[src/rtl/muldiv_stall_sched_if.sv]
// Signals between the ID-stage control and the MULT/DIV stall scheduler.
// master = core/ID side driving requests, slave = scheduler.
interface muldiv_stall_sched_if;
    logic load_stall;
    logic md_req;
    logic md_is_div;
    logic branch_taken;
    logic pc_en;
    logic if_id_en;
    logic if_id_flush;
    logic id_ex_flush;
    logic md_start;
    logic md_busy;
    logic md_done;

    modport master (
        output load_stall, md_req, md_is_div, branch_taken,
        input  pc_en, if_id_en, if_id_flush, id_ex_flush, md_start, md_busy, md_done
    );
    modport slave (
        input  load_stall, md_req, md_is_div, branch_taken,
        output pc_en, if_id_en, if_id_flush, id_ex_flush, md_start, md_busy, md_done
    );
endinterface

[src/rtl/muldiv_stall_sched.sv]
// Stall/flush scheduler sharing the MULT/DIV unit; freezes the front end for N+2 cycles per op.
// Enables/flushes are combinational; optional STALL_PERF_EN adds a saturating stall_cycles counter.
module muldiv_stall_sched #(
    parameter int MUL_CYCLES = 4,
    parameter int DIV_CYCLES = 32,
    parameter int CNT_W      = 6
) (
    input  logic                 clk,
    input  logic                 rst_n,
    muldiv_stall_sched_if.slave  bus
`ifdef STALL_PERF_EN
    ,
    output logic [31:0]          stall_cycles
`endif
);

    typedef enum logic [1:0] {IDLE, RUN, WB} state_t;

    localparam logic [CNT_W-1:0] MUL_LD = CNT_W'(MUL_CYCLES - 1);
    localparam logic [CNT_W-1:0] DIV_LD = CNT_W'(DIV_CYCLES - 1);

    state_t           state;
    logic [CNT_W-1:0] cnt;
    logic             served;
    logic             start;
    logic             frozen;

    // served blocks the still-present md_req of an instruction already executed
    assign start  = rst_n && (state == IDLE) && bus.md_req && !bus.load_stall && !served;
    assign frozen = start || (state != IDLE);

    always_comb begin
        bus.pc_en       = 1'b1;
        bus.if_id_en    = 1'b1;
        bus.if_id_flush = 1'b0;
        bus.id_ex_flush = 1'b0;
        if (rst_n) begin
            if (frozen || bus.load_stall) begin
                bus.pc_en       = 1'b0;
                bus.if_id_en    = 1'b0;
                bus.id_ex_flush = 1'b1;
            end else if (bus.branch_taken) begin
                bus.if_id_flush = 1'b1;
            end
        end
    end

    assign bus.md_start = start;
    assign bus.md_busy  = (state == RUN);
    assign bus.md_done  = (state == WB);

    always_ff @(posedge clk or negedge rst_n) begin
        if (!rst_n) begin
            state  <= IDLE;
            cnt    <= '0;
            served <= 1'b0;
        end else begin
            case (state)
                IDLE: begin
                    if (start) begin
                        cnt   <= bus.md_is_div ? DIV_LD : MUL_LD;
                        state <= RUN;
                    end
                    if (bus.if_id_en) served <= 1'b0;
                end
                RUN: begin
                    if (cnt == '0) state <= WB;
                    else           cnt   <= cnt - 1'b1;
                end
                WB: begin
                    served <= 1'b1;
                    state  <= IDLE;
                end
                default: state <= IDLE;
            endcase
        end
    end

`ifdef STALL_PERF_EN
    always_ff @(posedge clk or negedge rst_n) begin
        if (!rst_n)
            stall_cycles <= '0;
        else if (!bus.pc_en && (stall_cycles != 32'hFFFF_FFFF))
            stall_cycles <= stall_cycles + 32'd1;
    end
`endif

endmodule
[src/flat_wrapper.sv]
// flat-port wrapper written by rule: the top's interface ports become plain ports
module muldiv_stall_sched_flat 
#(
    parameter int MUL_CYCLES = 4,
    parameter int DIV_CYCLES = 32,
    parameter int CNT_W      = 6
)
  (clk, rst_n, bus_load_stall, bus_md_req, bus_md_is_div, bus_branch_taken, bus_pc_en, bus_if_id_en, bus_if_id_flush, bus_id_ex_flush, bus_md_start, bus_md_busy, bus_md_done);
  muldiv_stall_sched_if bus_i ();
  input  logic clk;
  input  logic rst_n;
  input wire logic [$bits(bus_i.load_stall)-1:0] bus_load_stall;
  input wire logic [$bits(bus_i.md_req)-1:0] bus_md_req;
  input wire logic [$bits(bus_i.md_is_div)-1:0] bus_md_is_div;
  input wire logic [$bits(bus_i.branch_taken)-1:0] bus_branch_taken;
  output wire logic [$bits(bus_i.pc_en)-1:0] bus_pc_en;
  output wire logic [$bits(bus_i.if_id_en)-1:0] bus_if_id_en;
  output wire logic [$bits(bus_i.if_id_flush)-1:0] bus_if_id_flush;
  output wire logic [$bits(bus_i.id_ex_flush)-1:0] bus_id_ex_flush;
  output wire logic [$bits(bus_i.md_start)-1:0] bus_md_start;
  output wire logic [$bits(bus_i.md_busy)-1:0] bus_md_busy;
  output wire logic [$bits(bus_i.md_done)-1:0] bus_md_done;
  assign bus_i.load_stall = bus_load_stall;
  assign bus_i.md_req = bus_md_req;
  assign bus_i.md_is_div = bus_md_is_div;
  assign bus_i.branch_taken = bus_branch_taken;
  assign bus_pc_en = bus_i.pc_en;
  assign bus_if_id_en = bus_i.if_id_en;
  assign bus_if_id_flush = bus_i.if_id_flush;
  assign bus_id_ex_flush = bus_i.id_ex_flush;
  assign bus_md_start = bus_i.md_start;
  assign bus_md_busy = bus_i.md_busy;
  assign bus_md_done = bus_i.md_done;
  muldiv_stall_sched #(.MUL_CYCLES(MUL_CYCLES), .DIV_CYCLES(DIV_CYCLES), .CNT_W(CNT_W)) u_core (.clk(clk), .rst_n(rst_n), .bus(bus_i));
endmodule
[config.mk]
export PLATFORM = sky130hd
export DESIGN_NAME = muldiv_stall_sched_flat
export DESIGN_NICKNAME = d
export VERILOG_FILES = /design/src/rtl/muldiv_stall_sched_if.sv /design/src/rtl/muldiv_stall_sched.sv /design/src/flat_wrapper.sv
export SDC_FILE = /design/constraint.sdc
export NUM_CORES = 1
export LEC_CHECK = 0
export BUFFER_PORTS_ARGS = -buffer_cell sky130_fd_sc_hd__clkbuf_2
export CAP_MARGIN = 25
export CORE_AREA = 2 2 39 41
export DETAILED_ROUTE_END_ITERATION = 12
export DIE_AREA = 0 0 41 43
export PLACE_DENSITY = 0.71
export SYNTH_ARGS = -nofsm -noshare
export SYNTH_HDL_FRONTEND = slang
export SYNTH_SLANG_ARGS = --single-unit
export TNS_END_PERCENT = 50
[constraint.sdc]
create_clock -name clk -period 1.84 [get_ports clk]
set_input_delay 0.184 -clock clk [delete_from_list [all_inputs] [get_ports clk]]
set_output_delay 0.184 -clock clk [all_outputs]
set_load 0.005 [all_outputs]
Word level (Yosys, flattened, before mapping)
Cells that the tools add are included.
- bits in registers: 9
- logic and storage cells: 42
- equal/unequal tests: 6
- add/subtract/negate cells: 1
- multiplexer cells: 16
- reductions and logical operators: 16
- operators by type and width (kind ; count):
    $mux 6 ; 2
    $pmux 6 s2 ; 1
    $mux 1 ; 8
    $logic_not 6->1 ; 1
    $reduce_bool 2->1 ; 3
    $sub 6x1->6 const B ; 1
    $mux 5 ; 1
    $logic_and 1x1->1 ; 4
    $mux 2 ; 2
    $ne 2x1->1 const B ; 2
    $ne 2x2->1 const B ; 2
    $pmux 2 s2 ; 1
    $reduce_and 2->1 ; 2
    $reduce_and 3->1 ; 1
    $eq 2x1->1 const B ; 1
    $eq 2x2->1 const B ; 1
    $logic_not 1->1 ; 2
    $logic_not 2->1 ; 1
    $logic_or 1x1->1 ; 2
    $pmux 1 s2 ; 1

Logic depth before layout (Yosys ltp)
- depth in word-level cells: 11
- gate-level depth with buffers: 5

Worst setup path before layout
OpenSTA, ideal clock, no wires.
- kind: register to register
- start: reg u_core.cnt[0]
- end: reg u_core.cnt[0]
- buffers on the path: 0
- required time: 1.761 ns
- library setup time: 0.079 ns
- cell stages (with the launch flop): 6
- period minus slack after synthesis: 1.532 ns
- slack: 0.308 ns
- arrival time: 1.452 ns
- cell sequence: dfrtp_1 > inv_1 > ha_1 > or3b_4 > o31ai_4 > mux2i_1
- word-level cells in the longest chain between the ends: 3
- elaborated cells between the ends (all ways): 6
- classes of those cells: 1 x add/sub; 1 x eq/ne; 2 x mux; 2 x reduce/logical
- ends and longest elaborated chain (item ; line ; source):
    from (decl) ; muldiv_stall_sched.sv:23 ; logic [CNT_W-1:0] cnt;
    from (signal assigned) ; muldiv_stall_sched.sv:61 ; cnt <= bus.md_is_div ? DIV_LD : MUL_LD;
    from (signal assigned) ; muldiv_stall_sched.sv:68 ; else cnt <= cnt - 1'b1;
    $sub 6x1->6 or $logic_not 6->1 (tied branches) ; muldiv_stall_sched.sv:68, muldiv_stall_sched.sv:67 ;
    $mux 6 or $ne 2x2->1 (tied branches) ; n/a ;
    $pmux 6 s2 or $reduce_and 3->1 (tied branches) ; n/a ;
Several ways; a longest one is shown, not always the timed one. The select of a mux whose other input is x is not followed.
A chain may end at the register's enable or synchronous reset.

Worst setup path in the final report
- start: reg u_core.state[0]
- end: out bus_md_start
- word-level cells in the longest chain between the ends: 5
- ends and longest elaborated chain (item ; line ; source):
    from (decl) ; muldiv_stall_sched.sv:22 ; state_t state;
    from (signal assigned) ; muldiv_stall_sched.sv:54 ; state <= IDLE;
    from (signal assigned) ; muldiv_stall_sched.sv:62 ; state <= RUN;
    from (signal assigned) ; muldiv_stall_sched.sv:67 ; if (cnt == '0) state <= WB;
    $logic_not 2->1 ; muldiv_stall_sched.sv:29 ; assign start = rst_n && (state == IDLE) && bus.md_req && !bus.load_stall && !served;
    $logic_and 1x1->1 (4 in a row) ; muldiv_stall_sched.sv:29 ;
    to (decl) ; flat_wrapper.sv:20 ; output wire logic [$bits(bus_i.md_start)-1:0] bus_md_start;
Every way passes these cells.

==> impl_metrics.json <==
{
  "postSynth.asyncResetShare_pct": 100,
  "cts_max_level": 1,
  "cts_buffers": 3,
  "placementRows": 14,
  "yosys.area_share.simple_pct": 24.8,
  "share_of_the_cycle_needed_by_the_critical_path_after_routing_pct": 92.1,
  "synthTopCellsByArea": "sky130_fd_sc_hd__dfrtp_1 (40%), sky130_fd_sc_hd__ha_1 (4.4%), sky130_fd_sc_hd__o31ai_4 (3.8%)",
  "globalRoute.totalOverflow": 0,
  "top_ff_cell_synth": "sky130_fd_sc_hd__dfrtp_1",
  "critical_path.reg2reg.endpoint": "u_core.cnt[0]",
  "detailedRoute.firstIterationViolations": 5,
  "antenna-diode-count": 0,
  "worst_setup_hold_path_clk_slew_ns": 0.06,
  "core_region_area_um2": 1380,
  "finish.utilization_pct": 49.0,
  "grt_max_degree": 14,
  "unrepaired_setup_endpoints_after_global_routing": "no",
  "worst-setup-path-type": "register to primary output",
  "cts_num_sinks": 9,
  "antenna_found_initial": 0,
  "start_kind": "register",
  "rr_startpoint": "u_core.cnt[0]",
  "post_route_cells_drive_above_1_share_pct": 29.7,
  "synth_enable_flop_cells": 0,
  "detail-route-antenna-nets": 0,
  "yosys.cell_types.count": 30,
  "synth.net_count": 66,
  "synth_fa_ha_area_share_pct": 4.42,
  "netlist.area_leader.share_pct": 39.8,
  "areaGrowthSynthToFinish_pct": 19.9,
  "synth_compound_gate_area_share_pct": 19.9,
  "synth_seq_area_share_pct": 39.8,
  "final-max-slew-violation-count": 0,
  "post_synth_inst_count": 58,
  "status": "complete, no violations",
  "netlist.top_cell.by_area": "sky130_fd_sc_hd__dfrtp_1",
  "path_max_fanout": 6,
  "cts_max_path_buffers": 2,
  "initial_core_util_pct": 40.9,
  "timing_hold_violations_final": 0,
  "max_slew.worst_pin.slew_ns": 0.384,
  "root_buffer": "sky130_fd_sc_hd__clkbuf_4",
  "setup.worst_path.end_class": "primary output",
  "final_common_cell": "sky130_fd_sc_hd__clkbuf_2",
  "worstHoldPathType": "input pin to register",
  "synthesis.area_um2": 566,
  "port_buffers": 12,
  "maxCapViolations": 0,
  "clock_tree_from_tritoncts": "yes",
  "most-common-layout-cells": "sky130_fd_sc_hd__clkbuf_2 (12), sky130_fd_sc_hd__dfrtp_1 (9), sky130_fd_sc_hd__inv_1 (5)",
  "floorplan.die.width_um": 41,
  "route.final.wire_length_um": 1150,
  "grt_util_all_layers_pct": 15.6,
  "clock.fmax_mhz": 590,
  "grt_pass1_wl_um": 1890,
  "grt_pass1_vias": 444,
  "avgViaCountPerCell": 5.47,
  "top_level_ports": 13,
  "fin_setup_tns_ns": 0,
  "post_synth_xor_area_fraction_pct": 1.55,
  "ir_worst_vdd_uv": 592,
  "gp_routability_congestion": 0.785,
  "hold_path_depth": 3,
  "synthesis.area_per_instance_um2": 9.75,
  "clock_latency_ns": 0.26,
  "leakage_nw": 0.331,
  "muxShareOfSynthArea_pct": 3.54,
  "setup.reg_to_reg.worst_slack_ns": 0.18,
  "synth.ff_latch_count": 9,
  "cp.arrival_ns": 1.51,
  "min-delay-start": "bus_md_is_div",
  "iteration_count_of_the_initial_detailed_routing_pass": 4,
  "fp.dieH_um": 43,
  "slew-limit-headroom_pct": 74.1,
  "synth.yosys.warnings": 0,
  "dpl.hpwl_um": 937,
  "nets": 83,
  "combinational_family_with_the_most_area_after_synthesis": "simple AND/OR/NAND/NOR gates",
  "floorplan.die_area_um2": 1760,
  "post-route-min-period_ns": 1.70,
  "avgRoutedWirePerCell_um": 12.8,
  "maximum_clock_skew_at_final_layout_ns": 0.00319,
  "worst_hold_path.endpoint": "u_core.cnt[2]",
  "vias": 492,
  "setup_viol_count_final": 0,
  "worst-r2r-cell-count": 5,
  "power-per-cell-area_nw_per_um2": 1550,
  "remaining_drc_errors": 0,
  "cp.required_ns": 1.66
}
-- cell usage after synthesis, drive strengths merged (2+ instances only) --
| master | n |
|---|---|
| nor3 | 2 |
| o31ai | 3 |
| nand3 | 2 |
| inv | 5 |
| nand2b | 3 |
| mux2i | 2 |
| nand2 | 3 |
| a21oi | 4 |
| and2 | 2 |
| nor2 | 3 |
| ha | 2 |
| a21o | 2 |
| o221ai | 2 |
| o21ai | 2 |
| dfrtp | 9 |
-- worst max path at each step --
| stage | start | to | slack (ns) | cells after the start |
|---|---|---|---|---|
| after floorplan | u_core.cnt[0] | u_core.cnt[0] | 0.31 | 5 |
| final | u_core.state[0] | bus_md_start | 0.14 | 3 |
| after global routing | u_core.state[0] | bus_md_start | 0.02 | 3 |
| after detailed placement | u_core.cnt[0] | u_core.cnt[1] | 0.19 | 5 |
| after CTS | u_core.state[0] | bus_md_start | 0.13 | 3 |
| after global placement | u_core.cnt[0] | u_core.cnt[1] | 0.25 | 5 |
-- sequential cells by signal, indices dropped and copies added (netlist names) --
signal,flops
u_core.state,2
u_core.cnt,6
u_core.served,1
-- per-stage QoR --
step	setup WS, ns	cell area, um2	cells	total power, mW	hold WS (ns)
6_report	0.145	678	90	1.05	0.175
5_1_grt	0.0187	678	90	1.14	0.160
4_1_cts	0.135	678	90	1.06	0.162
3_5_place_dp	0.189	642	85	0.902	0.144
3_3_place_gp	0.247	642	85	0.876	0.141
2_1_floorplan	0.308	566	58	0.771	-0.112
-- kinds of logic after synthesis --
logic type | after synthesis
muxes | 2
xor gates and xnor gates | 1
DFF | 9
adders and majority gates | 2
and+or+nand+nor | 22
buffers and inverters | 8
AOI/OAI and AO/OA | 14
-- power breakdown --
group	internal [mW]	switching (mW)
Sequential	0.286	0.126
Clock	0.0836	0.0691
Combinational	0.241	0.247
-- area by class of cell --
| type | instances | area [um2] |
|---|---|---|
| fill | 130 | 706 |
| multi-input combinational | 41 | 307 |
| sequential | 9 | 225 |
| timing repair buffer | 14 | 77.6 |
| clock buffer | 4 | 26.3 |
| inverter | 6 | 22.5 |
| tap | 16 | 20.0 |
-- worst max-delay path: stages, from the launching register on --
cell                       delay [ns]
sky130_fd_sc_hd__dfrtp_1         0.44
sky130_fd_sc_hd__nor3_2          0.35
sky130_fd_sc_hd__and2_1          0.30
sky130_fd_sc_hd__clkbuf_2        0.15
-- timing repair --
action,in CTS,in global routing
endpoints found under the setup margin,0,0
endpoints found under the hold margin,9,0
hold buffers,1,0
buffers inserted,0,0
gates resized for setup,0,0
-- metal layers --
metal	up-vias	track usage [%]	share of wire, %	wire length, um
met2	11	21.9	47	545
met3	0	4.71	4.2	48
met5	-	0	0	0
met1	242	21.8	48	557
li1	239	-	-	-
met4	0	6.00	0	0
Note: power is estimated with default switching activity, not from simulation.
